## src/rtl/conv_pkg.sv

```systemverilog
// Shared types and constants for the convolution sweep controller.
package conv_pkg;

  typedef enum logic [2:0] {
    IDLE,
    INIT,
    MAC,
    STORE,
    WRITE,
    CLRRES,
    FILE,
    DONE
  } state_e;

  localparam int unsigned KERNEL         = 4;
  localparam int unsigned TAPS           = 16;
  localparam int unsigned BYTES_PER_WORD = 4;

endpackage

```

## src/rtl/window_addr_gen.sv

```systemverilog
// Row-major window walker: tracks row/col, flags the last window and
// produces the registered window base index row*IMG_SIZE + col.
module window_addr_gen
  import conv_pkg::*;
#(
  parameter int unsigned IMG_SIZE = 16,
  parameter int unsigned STRIDE   = 1
) (
  input  logic       clk_i,
  input  logic       rst_ni,
  input  logic       clr_i,
  input  logic       adv_i,
  output logic [7:0] idx_o,
  output logic       last_o
);

  localparam logic [7:0] LastPos = 8'(IMG_SIZE - KERNEL);
  localparam logic [7:0] Step    = 8'(STRIDE);
  localparam logic [7:0] Width   = 8'(IMG_SIZE);

  logic [7:0] row_q, row_d;
  logic [7:0] col_q, col_d;
  logic [7:0] idx_q, idx_d;

  always_comb begin
    row_d = row_q;
    col_d = col_q;
    if (clr_i) begin
      row_d = '0;
      col_d = '0;
    end else if (adv_i) begin
      if (col_q == LastPos) begin
        col_d = '0;
        row_d = row_q + Step;
      end else begin
        col_d = col_q + Step;
      end
    end
    // Index is registered alongside row/col so it is stable for the whole window.
    idx_d = 8'(row_d * Width) + col_d;
  end

  always_ff @(posedge clk_i or negedge rst_ni) begin
    if (!rst_ni) begin
      row_q <= '0;
      col_q <= '0;
      idx_q <= '0;
    end else begin
      row_q <= row_d;
      col_q <= col_d;
      idx_q <= idx_d;
    end
  end

  assign idx_o  = idx_q;
  assign last_o = (row_q == LastPos) && (col_q == LastPos);

endmodule

```

## src/rtl/conv_sweep_ctrl.sv

```systemverilog
// Control FSM sequencing one PE datapath through a full 4x4-kernel sweep,
// packing four byte results per memory word and finishing with a file dump.
module conv_sweep_ctrl
  import conv_pkg::*;
#(
  parameter int unsigned IMG_SIZE     = 16,
  parameter int unsigned STRIDE       = 1,
  parameter int unsigned MAX_MEM_SIZE = 128
) (
  input  logic       clk,
  input  logic       rst,
  input  logic       start,
  output logic       busy,
  output logic       done,
  output logic       rst_acc,
  output logic       acc_en,
  output logic       res_buffer_en,
  output logic       rst_res_reg,
  output logic       wr_en,
  output logic       wr_file,
  output logic [7:0] img_buffer_index,
  output logic [7:0] buffer_cntr,
  output logic [7:0] res_index,
  output logic [7:0] wr_adr
);

  localparam logic [7:0] TapLast  = 8'(TAPS - 1);
  localparam logic [7:0] SlotLast = 8'(BYTES_PER_WORD - 1);
  localparam logic [7:0] MemLast  = 8'(MAX_MEM_SIZE - 1);

  state_e     state_q, state_d;
  logic [7:0] tap_q, tap_d;
  logic [7:0] res_index_q, res_index_d;
  logic [7:0] wr_adr_q, wr_adr_d;
  logic       win_clr, win_adv, win_last;

  logic busy_q, busy_d;
  logic done_q, done_d;
  logic rst_acc_q, rst_acc_d;
  logic acc_en_q, acc_en_d;
  logic res_buffer_en_q, res_buffer_en_d;
  logic rst_res_reg_q, rst_res_reg_d;
  logic wr_en_q, wr_en_d;
  logic wr_file_q, wr_file_d;

  window_addr_gen #(
    .IMG_SIZE (IMG_SIZE),
    .STRIDE   (STRIDE)
  ) u_window_addr_gen (
    .clk_i  (clk),
    .rst_ni (rst),
    .clr_i  (win_clr),
    .adv_i  (win_adv),
    .idx_o  (img_buffer_index),
    .last_o (win_last)
  );

  always_comb begin
    state_d     = state_q;
    tap_d       = tap_q;
    res_index_d = res_index_q;
    wr_adr_d    = wr_adr_q;
    win_clr     = 1'b0;
    win_adv     = 1'b0;
    case (state_q)
      IDLE: begin
        if (start) state_d = INIT;
      end
      INIT: begin
        win_clr     = 1'b1;
        tap_d       = '0;
        res_index_d = '0;
        wr_adr_d    = '0;
        state_d     = MAC;
      end
      MAC: begin
        if (tap_q == TapLast) begin
          tap_d   = '0;
          state_d = STORE;
        end else begin
          tap_d = tap_q + 8'd1;
        end
      end
      STORE: begin
        res_index_d = (res_index_q == SlotLast) ? 8'd0 : res_index_q + 8'd1;
        if ((res_index_q == SlotLast) || win_last) begin
          state_d = WRITE;
        end else begin
          win_adv = 1'b1;
          state_d = MAC;
        end
      end
      WRITE: begin
        state_d = CLRRES;
      end
      CLRRES: begin
        if (win_last) begin
          state_d = FILE;
        end else begin
          win_adv = 1'b1;
          state_d = MAC;
          // Saturate rather than wrap past the end of the datapath memory.
          if (wr_adr_q < MemLast) wr_adr_d = wr_adr_q + 8'd1;
        end
      end
      FILE: begin
        state_d = DONE;
      end
      DONE: begin
        state_d = IDLE;
      end
      default: begin
        state_d = IDLE;
      end
    endcase
  end

  // Strobes are decoded from the next state so every output comes straight from a flop.
  always_comb begin
    busy_d          = (state_d != IDLE);
    done_d          = (state_d == DONE);
    rst_acc_d       = (state_d == INIT) || (state_d == STORE);
    acc_en_d        = (state_d == MAC);
    res_buffer_en_d = (state_d == STORE);
    rst_res_reg_d   = (state_d == INIT) || (state_d == CLRRES);
    wr_en_d         = (state_d == WRITE);
    wr_file_d       = (state_d == FILE);
  end

  always_ff @(posedge clk or negedge rst) begin
    if (!rst) begin
      state_q         <= IDLE;
      tap_q           <= '0;
      res_index_q     <= '0;
      wr_adr_q        <= '0;
      busy_q          <= 1'b0;
      done_q          <= 1'b0;
      rst_acc_q       <= 1'b0;
      acc_en_q        <= 1'b0;
      res_buffer_en_q <= 1'b0;
      rst_res_reg_q   <= 1'b0;
      wr_en_q         <= 1'b0;
      wr_file_q       <= 1'b0;
    end else begin
      state_q         <= state_d;
      tap_q           <= tap_d;
      res_index_q     <= res_index_d;
      wr_adr_q        <= wr_adr_d;
      busy_q          <= busy_d;
      done_q          <= done_d;
      rst_acc_q       <= rst_acc_d;
      acc_en_q        <= acc_en_d;
      res_buffer_en_q <= res_buffer_en_d;
      rst_res_reg_q   <= rst_res_reg_d;
      wr_en_q         <= wr_en_d;
      wr_file_q       <= wr_file_d;
    end
  end

  assign busy          = busy_q;
  assign done          = done_q;
  assign rst_acc       = rst_acc_q;
  assign acc_en        = acc_en_q;
  assign res_buffer_en = res_buffer_en_q;
  assign rst_res_reg   = rst_res_reg_q;
  assign wr_en         = wr_en_q;
  assign wr_file       = wr_file_q;
  assign buffer_cntr   = tap_q;
  assign res_index     = res_index_q;
  assign wr_adr        = wr_adr_q;

endmodule
```

## config.mk

```make
export PLATFORM = sky130hd
export DESIGN_NAME = conv_sweep_ctrl
export DESIGN_NICKNAME = d
export VERILOG_FILES = /design/src/rtl/conv_pkg.sv /design/src/rtl/window_addr_gen.sv /design/src/rtl/conv_sweep_ctrl.sv
export SDC_FILE = /design/constraint.sdc
export NUM_CORES = 1
export LEC_CHECK = 0
export CAP_MARGIN = 20
export CORE_ASPECT_RATIO = 0.7
export CORE_UTILIZATION = 35
export DETAILED_ROUTE_END_ITERATION = 7
export GPL_TIMING_DRIVEN = 0
export PLACE_DENSITY_LB_ADDON = 0.3
export REMOVE_ABC_BUFFERS = 1
export SLEW_MARGIN = 5
export SYNTH_ARGS = -nofsm -noshare
export SYNTH_HDL_FRONTEND = slang
export SYNTH_SLANG_ARGS = --single-unit
```

## constraint.sdc

```tcl
create_clock -name clk -period 2.68 [get_ports clk]
set_input_delay 0.536 -clock clk [delete_from_list [all_inputs] [get_ports clk]]
set_output_delay 0.536 -clock clk [all_outputs]
set_load 0.02 [all_outputs]
```

## Yosys cells after proc, flatten, opt, wreduce, memory -nomap -nowiden

Cells that the tools add are included.

- Register bits: 59
- Latch bits: 0
- Bits in writable memories: 0
- Memory bits (read-only): 0
- Input port bits: 3
- Output and inout bits: 40
- Word-level logic and storage cells: 78
- Memories kept: 0

- $add $sub $neg: 6
- Multiply operators: 0
- Divide/modulo/power cells: 0
- $lt $le $gt $ge: 1
- Eq/ne operators: 20
- Shift-type cells: 0
- Mux-type cells: 22
- Bitwise operators: 0
- Reductions and logical operators: 13

Operator list:

| kind | number |
|---|---|
| $mux W8 | 10 |
| $pmux W8 S2 | 3 |
| $add A8 B1 Y8 const B | 5 |
| $eq A3 B3 Y1 const B | 8 |
| $eq A8 B4 Y1 const B | 3 |
| $pmux W3 S8 | 1 |
| $eq A3 B2 Y1 const B | 4 |
| $mux W3 | 4 |
| $reduce_bool A2 Y1 | 5 |
| $add A8 B8 Y8 | 1 |
| $eq A8 B2 Y1 const B | 1 |
| $lt A8 B7 Y1 const B | 1 |
| $eq A3 B1 Y1 const B | 2 |
| $ne A2 B2 Y1 const B | 2 |
| $logic_not A3 Y1 | 1 |
| $logic_or A1 B1 Y1 | 3 |
| $mux W1 | 3 |
| $reduce_and A3 Y1 | 1 |
| $reduce_bool A3 Y1 | 1 |
| $pmux W1 S2 | 1 |
| $reduce_and A2 Y1 | 1 |
| $logic_and A1 B1 Y1 | 1 |

## Longest topological paths before layout

Gate-level depths: netlist of the first run.

- Word-level depth: 8
- Mapped depth: 13
- Depth with buffers taken out: 12

## Cells and area by module

A second synthesis of the first run with hierarchy kept.

- Cells, all modules: 312
- Area, all modules: 3,005.4 um^2

By module, submodules not included:

| module | instances | cells each | area an instance (um^2) | seq. area each (um^2) |
|---|---|---|---|---|
| conv_sweep_ctrl | 1 | 184 | 1,751.7 | 875.8 |
| window_addr_gen | 1 | 128 | 1,253.7 | 500.5 |

## Least setup slack after synthesis of the first run

No wires, ideal clock.

- Path type: register to register
- Start: reg res_index_q[0] (netlist: res_index[0])
- End: reg u_window_addr_gen.idx_q[7] (netlist: u_window_addr_gen.idx_o[7])
- Setup time: 79 ps
- Arrival: 2,850 ps
- Data required time: 2,601 ps
- Slack: -249 ps
- Cell stages (with the launch flop): 12
- Path buffers: 0
- Clock period less this slack: 2,929 ps
- Path through: dfrtp_1 -> ha_1 -> nor3b_2 -> a21oi_4 -> o22ai_2 -> or4_1 -> xor2_1 -> nor2_1 -> ha_1 -> a21o_1 -> a21oi_1 -> xor2_1

- Longest elaborated chain between the ends: 7
- Elaborated cells on any way between the ends: 9
- Those cells by class: add/sub: 1; eq/ne: 1; mux: 6; reduce/logical: 1

RTL lines:

| what | line | text |
|---|---|---|
| start: declaration | conv_sweep_ctrl.sv:33 | `logic [7:0] res_index_q, res_index_d;` |
| start signal: assignment | conv_sweep_ctrl.sv:147 | `res_index_q <= res_index_d;` |
| $eq A8 B2 Y1 | conv_sweep_ctrl.sv:86 | `if ((res_index_q == SlotLast) \|\| win_last) begin` |
| $logic_or A1 B1 Y1 | conv_sweep_ctrl.sv:86 |  |
| $mux W1 | conv_sweep_ctrl.sv:86 |  |
| $pmux W1 S2 | conv_sweep_ctrl.sv:65 | `case (state_q)` |
| $mux W8 | window_addr_gen.sv:31 | `end else if (adv_i) begin` |
| $mux W8 | window_addr_gen.sv:28 | `if (clr_i) begin` |
| named net u_window_addr_gen.col_d[5] | window_addr_gen.sv:22 | `logic [7:0] col_q, col_d;` |
| $add A8 B8 Y8 | window_addr_gen.sv:40 | `idx_d = 8'(row_d * Width) + col_d;` |
| named net u_window_addr_gen.idx_d[7] | window_addr_gen.sv:23 | `logic [7:0] idx_q, idx_d;` |
| end signal: assignment | window_addr_gen.sv:51 | `idx_q <= idx_d;` |
| end: declaration | window_addr_gen.sv:23 |  |

The timed path passes the listed nets, and every way through them passes these cells. The select of a mux whose other input is x is not followed.
A chain may end at the register's enable or synchronous reset.

## Worst setup path in the final report of the first run

- Start: reg res_index_q[1] (netlist: res_index[1])
- End: reg u_window_addr_gen.idx_q[7] (netlist: u_window_addr_gen.idx_o[7])

Same word-level chain as after synthesis.

==> impl_metrics.env, run 1 <==
export IMPL_outcome="finished, violations left"
export IMPL_violations="design-rule violations, negative setup slack"
export IMPL_nFillCells=753
export IMPL_reg2reg_to="u_window_addr_gen.idx_o[7]"
export IMPL_dp_cells=441
export IMPL_setup_viol=1
export IMPL_grt_pass1_vias=2325
export IMPL_syn_area_sq_um=2980
export IMPL_pre_cts_ws_ns=-0.525
export IMPL_hold_viol_final=0
export IMPL_ir_worst_vdd_mv=0.409
export IMPL_gr_usage_all_layers_pct=16.9
export IMPL_p_per_area_nw_per_um2=759
export IMPL_critPathMaxFanout=5
export IMPL_viasPerCell=5.29
export IMPL_setup_slack_ns=-0.0468
export IMPL_syn_area_per_cell_sq_um=9.62
export IMPL_grt_pass1_wl_um=11900
export IMPL_seq_area_frac_synth_pct=46.1
export IMPL_cts_max_level=2
export IMPL_overflow=0
export IMPL_numCtsBuffers=5
export IMPL_final_max_slew_violation_count=0
export IMPL_routabilityCongestion=0.788
export IMPL_synth_edff_count=0
export IMPL_final_cell_count_no_fill=471
export IMPL_n_antenna_cell=0
export IMPL_drt_first_iter_violations=108
export IMPL_nNetsFinal=383
export IMPL_cts_tree="yes"
export IMPL_die_w_um=112
export IMPL_die_y_um=79.2
export IMPL_syn_inst=310
export IMPL_numPortBuffers=42
export IMPL_reg2reg_depth=11
export IMPL_detail_route_wl_per_cell_um=15.1
export IMPL_ys_warn_count=0
export IMPL_io_pins=43
export IMPL_die_area_sq_um=8900
export IMPL_layout_drive_gt1_share_pct=19.5
export IMPL_min_period_over_period_pct=102
export IMPL_fin_crit_ns=2.73
export IMPL_r2r_slack_ns=-0.05
export IMPL_clockRootBuffer="clkbuf_16"
export IMPL_rsz0062_at_grt="yes"
export IMPL_crit_required_ns=2.90
export IMPL_cts_sinks=55
export IMPL_dp_hpwl_um=4650
export IMPL_arrival_ns=2.95
export IMPL_remaining_drc_errors=4
export IMPL_placed_area_sq_um=3480
export IMPL_skew_ns=0.00636
export IMPL_stdcell_area_sq_um=3920
export IMPL_fmax_mhz=367
export IMPL_r2r_start="res_index[1]"
export IMPL_initial_utilization_pct=36.9
export IMPL_ys_flop_type="dfrtp_1"
export IMPL_vias=2491
export IMPL_cap_violations=0
export IMPL_multi_input_area_sq_um=1600
export IMPL_ys_ff_latch=55
export IMPL_detail_route_antenna_nets=0
export IMPL_wl_um=7090
export IMPL_leakagePower_nw=1.71
export IMPL_drt_pass1_iter_count=7
export IMPL_worstMarginPinSlew_ns=0.581
export IMPL_async_flop_share_pct=100
export IMPL_finish_utilization_pct=48.6
export IMPL_ys_types=53
export IMPL_antenna_found_initial=0
export IMPL_endpoint_kind="flop"
export IMPL_timing_slew_headroom_pct=60.9
export IMPL_start_kind="flop"
export IMPL_grt_max_degree=33
export IMPL_path_clk_slew_ns=0.07
export IMPL_hold_path_class="in2async"
export IMPL_rows=27
export IMPL_ff_latch_area_sq_um=1380
export IMPL_clk_latency_ns=0.30
export IMPL_critical_path_class="reg2reg"
export IMPL_clk_path_buf_depth=2
export IMPL_core_area_sq_um=8070
export IMPL_syn2layout_area_growth_pct=31.5
critical path, cell delays in order (launching register included):
cell	delay, ns
dfrtp_2	0.43
ha_4	0.17
nor3b_4	0.17
a21oi_4	0.20
o22ai_4	0.12
or4_4	0.53
xor2_2	0.16
nor2_2	0.13
ha_1	0.25
a21o_1	0.17
a21oi_2	0.16
xor2_1	0.14
cells in the mapped netlist, types with 2 or more instances:
library cell / number / area [sq um]
o21ai_0: 33 / 165
o22ai_1: 2 / 12.5
nor2_1: 30 / 113
nand4_1: 7 / 43.8
xor2_1: 9 / 78.8
ha_1: 10 / 125
buf_2: 3 / 15.0
o31ai_1: 3 / 22.5
nand2b_1: 5 / 31.3
nor4_1: 2 / 12.5
nor3_1: 8 / 40.0
a22oi_1: 2 / 15.0
inv_1: 11 / 41.3
nand3_1: 11 / 55.1
dfrtp_1: 55 / 1380
and4_1: 2 / 17.5
nand2_1: 28 / 105
or3_1: 6 / 37.5
buf_4: 7 / 52.6
a31oi_1: 4 / 25.0
a21o_2: 2 / 17.5
a21oi_1: 18 / 90.1
a211oi_1: 2 / 15.0
and3_1: 7 / 43.8
nor2b_1: 3 / 18.8
xnor2_1: 7 / 61.3
clkbuf_1: 4 / 15.0
or4_1: 4 / 30.0
area by class of cell:
class / instances / area share (%)
Clock buffer: 8 / 3.99
Inverter: 12 / 1.15
Multi-Input combinational cell: 229 / 40.7
Sequential cell: 55 / 35.3
Tap cell: 101 / 3.22
Timing Repair Buffer: 66 / 15.7
per-layer routing:
| metal | vias to the layer above | GRT usage (%) | wire (um) | share of wire, % |
|---|---|---|---|---|
| met3 | 4 | 3.05 | 326 | 4.6 |
| met5 | - | 0 | 0 | 0 |
| met2 | 58 | 23.2 | 2970 | 42 |
| met4 | 0 | 4.40 | 30 | 0.42 |
| li1 | 1224 | - | - | - |
| met1 | 1205 | 26.7 | 3760 | 53 |
worst max path at each step:
stage                     depth (start not counted)                          to                        from
after global routing                             11  u_window_addr_gen.idx_o[7]                res_index[0]
final                                            11  u_window_addr_gen.idx_o[7]                res_index[1]
after floorplan                                  12  u_window_addr_gen.idx_o[7]  u_window_addr_gen.col_q[0]
after detailed placement                         12  u_window_addr_gen.idx_o[7]  u_window_addr_gen.col_q[0]
after CTS                                        12  u_window_addr_gen.idx_o[7]  u_window_addr_gen.row_q[0]
after global placement                            1  u_window_addr_gen.col_q[1]                         rst
repair_timing:
item,CTS,global route
setup buffers,13,9
pin swaps,12,9
hold buffers,0,0
setup endpoints to repair,3,3
cloned,0,0
resized for setup,20,11
layout by cell type, fill, tap and decap left out, types with 3 or more instances in the layout:
master	count
ha_1	6
clkdlybuf4s50_1	41
nand2b_1	5
inv_1	9
xor2_1	8
nor2_2	3
nand2_1	28
clkbuf_16	5
o21ai_0	33
dfrtp_2	5
a31oi_1	4
o31ai_1	3
and3_1	7
xnor2_1	7
or4_4	3
buf_4	22
nor2_1	26
nand4_1	7
nor3_1	8
a21oi_1	15
dfrtp_1	50
nand3_1	11
or3_1	6
cell families after synthesis:
| logic type | after synthesis | share of synthesized area [%] |
|---|---|---|
| multiplexers | 1 | 0.336 |
| AO/OA/AOI/OAI | 77 | 17.0 |
| XOR/XNOR | 16 | 4.70 |
| adder cells (fa/ha/maj) | 11 | 4.87 |
| buffers and inverters | 26 | 4.28 |
| AND/OR/NAND/NOR | 124 | 22.7 |
| flip-flops | 55 | 46.1 |
through the flow:
step | power (mW) | setup TNS, ns | hold slack, ns
2_1_floorplan | 1.67 | -0.697 | 0.240
3_3_place_gp | 2.05 | -41.29 | 0.520
3_5_place_dp | 2.07 | -1.31 | 0.525
4_1_cts | 2.87 | -0.0436 | 0.238
5_1_grt | 3.16 | -0.329 | 0.278
6_report | 2.98 | -0.0468 | 0.222
power breakdown:
group          switching, mW  total (mW)  internal [mW]
registers              0.154        1.11          0.953
logic                  0.645        1.17          0.527
clock network          0.299       0.698          0.399
(Power assumes the default switching activity.)
==> run 2, diff against run 1 <==
GPL_ROUTABILITY_DRIVEN = 0   (was not set)
SETUP_SLACK_MARGIN = 0.4   (was not set)
==> run 2 against run 1 <==
Effect of this change: critical path depth increased by 1; largest power group unchanged; register-to-register slack about the same; utilization increased by 0.14 points; clock skew down 0.0010 ns; fmax is 0.14% lower; worst setup slack worse by 0.0039 ns; the flow still finishes with violations (design-rule violations, negative setup slack).
==> impl_metrics.env, run 2 (synthesis results as in run 1) <==
export IMPL_n_antenna_cell=0
export IMPL_die_y_um=79.2
export IMPL_numPortBuffers=42
export IMPL_cts_max_level=2
export IMPL_reg2reg_depth=12
export IMPL_viasPerCell=5.26
export IMPL_skew_ns=0.00532
export IMPL_clk_path_buf_depth=2
export IMPL_path_cells="inv_2 > ha_4 > nand4b_4 > or4_4 > o22ai_4 > buf_4 > nor2_4 > xnor2_2 > nor2_2 > ha_4 > fa_2 > xor2_1"
export IMPL_nFillCells=759
export IMPL_rows=27
export IMPL_drt_first_iter_violations=127
export IMPL_path_clk_slew_ns=0.07
export IMPL_slowest_delay_ns=0.46
export IMPL_cts_hold_buffers=0
export IMPL_worstMarginPinSlew_ns=0.555
export IMPL_syn2layout_area_growth_pct=31.8
export IMPL_rsz0062_at_grt="yes"
export IMPL_antenna_found_initial=0
export IMPL_whs_ns=0.222
export IMPL_dp_hpwl_um=4650
export IMPL_final_common_cell="dfrtp_1"
export IMPL_io_pins=43
export IMPL_fin_crit_ns=2.73
export IMPL_endpoint_kind="flop"
export IMPL_grt_pass1_wl_um=11900
export IMPL_slowest_stage="or4_4"
export IMPL_detail_route_antenna_nets=0
export IMPL_setup_viol=2
export IMPL_setup_slack_ns=-0.0507
export IMPL_critPathMaxFanout=5
export IMPL_final_cell_mix="dfrtp_1 (51), clkdlybuf4s50_1 (41), o21ai_0 (33), nand2_1 (28), nor2_1 (25)"
export IMPL_layout_drive_gt1_share_pct=19.5
export IMPL_violations="design-rule violations, negative setup slack"
export IMPL_grt_pass1_vias=2327
export IMPL_start_kind="flop"
export IMPL_core_area_sq_um=8070
export IMPL_cts_sinks=55
export IMPL_outcome="finished, violations left"
export IMPL_die_area_sq_um=8900
export IMPL_detail_route_wl_per_cell_um=15.0
export IMPL_clockRootBuffer="clkbuf_16"
export IMPL_nNetsFinal=382
export IMPL_numCtsBuffers=5
export IMPL_vias=2472
export IMPL_wl_um=7040
export IMPL_grt_max_degree=33
export IMPL_drt_pass1_iter_count=6
export IMPL_placed_area_sq_um=3480
export IMPL_timing_slew_headroom_pct=63.0
export IMPL_p_per_area_nw_per_um2=749
export IMPL_min_period_over_period_pct=102
export IMPL_arrival_ns=2.91
export IMPL_hold_path_class="in2async"
export IMPL_crit_top_cell="ha_4"
export IMPL_ir_worst_vdd_mv=0.410
export IMPL_overflow=0
export IMPL_finalPower_mw=2.94
export IMPL_clk_latency_ns=0.30
export IMPL_cts_tree="yes"
export IMPL_remaining_drc_errors=4
export IMPL_initial_utilization_pct=36.9
export IMPL_tns_ns=-0.0622
export IMPL_fmax_mhz=366
export IMPL_pre_cts_ws_ns=-0.525
export IMPL_critical_path_class="reg2reg"
export IMPL_stdcell_area_sq_um=3930
export IMPL_final_max_slew_violation_count=0
export IMPL_hold_viol_final=0
export IMPL_leakagePower_nw=1.71
export IMPL_die_w_um=112
export IMPL_cap_violations=0
export IMPL_gr_usage_all_layers_pct=17.0
export IMPL_crit_required_ns=2.86
## run 2: worst max-delay path: cells and delay by family, from the launching register on
kind	cells	cell delay [ns]
simple gates	4	0.68
fa+ha+maj	3	0.68
flops	1	0.39
xor+xnor	2	0.33
buf+inv	2	0.26
compound gates	1	0.26
## run 2: cell type report
| cell class | instances | area, sq um | area share (%) |
|---|---|---|---|
| tap | 101 | 126 | 3.21 |
| multi-input combinational | 229 | 1610 | 41.0 |
| clock buffer | 8 | 156 | 3.98 |
| timing repair buffer | 65 | 612 | 15.6 |
| inverter | 12 | 45.0 | 1.15 |
| sequential | 55 | 1380 | 35.1 |
## run 2: per-stage QoR
step	std cells	utilization, %
after floorplan	296	-
after global placement	439	42.7
after detailed placement	441	43.1
after CTS	463	47.2
after global routing	470	48.7
final	470	48.7
## run 2: worst paths after layout
kind / start / endpoint / slack (ns)
worst max-delay path: u_window_addr_gen.col_q[1] / u_window_addr_gen.idx_o[6] / -0.05
worst min-delay path: rst / res_index[3] / 0.22
worst max register to register: u_window_addr_gen.col_q[1] / u_window_addr_gen.idx_o[6] / -0.05
worst min register to register: buffer_cntr[1] / buffer_cntr[1] / 0.54
max in group asynchronous: rst / state_q[0] / 1.89
min in group clk: buffer_cntr[1] / buffer_cntr[1] / 0.54
## run 2: what timing repair did
item | in CTS | in global routing
buffers inserted | 14 | 7
resized for setup | 21 | 13
hold endpoints to repair | 0 | 0
pin swaps | 15 | 15
setup endpoints to repair | 17 | 15
## run 2: power by group
| group | leakage, nW | internal, mW | total (mW) | switching [mW] |
|---|---|---|---|---|
| logic | 0.896 | 0.510 | 1.15 | 0.635 |
| registers | 0.739 | 0.951 | 1.10 | 0.150 |
| clock network | 0.0772 | 0.399 | 0.698 | 0.299 |
| total | 1.71 | 1.86 | 2.94 | 1.08 |
## run 2: layer usage
metal  vias up  global-route usage [%]  routed length [um]
met5         -                       0                   0
met4         0                    4.40                  44
met3         4                    3.05                 305
met2        52                    23.2                2910
met1      1190                    26.7                3780
li1       1226                       -                   -
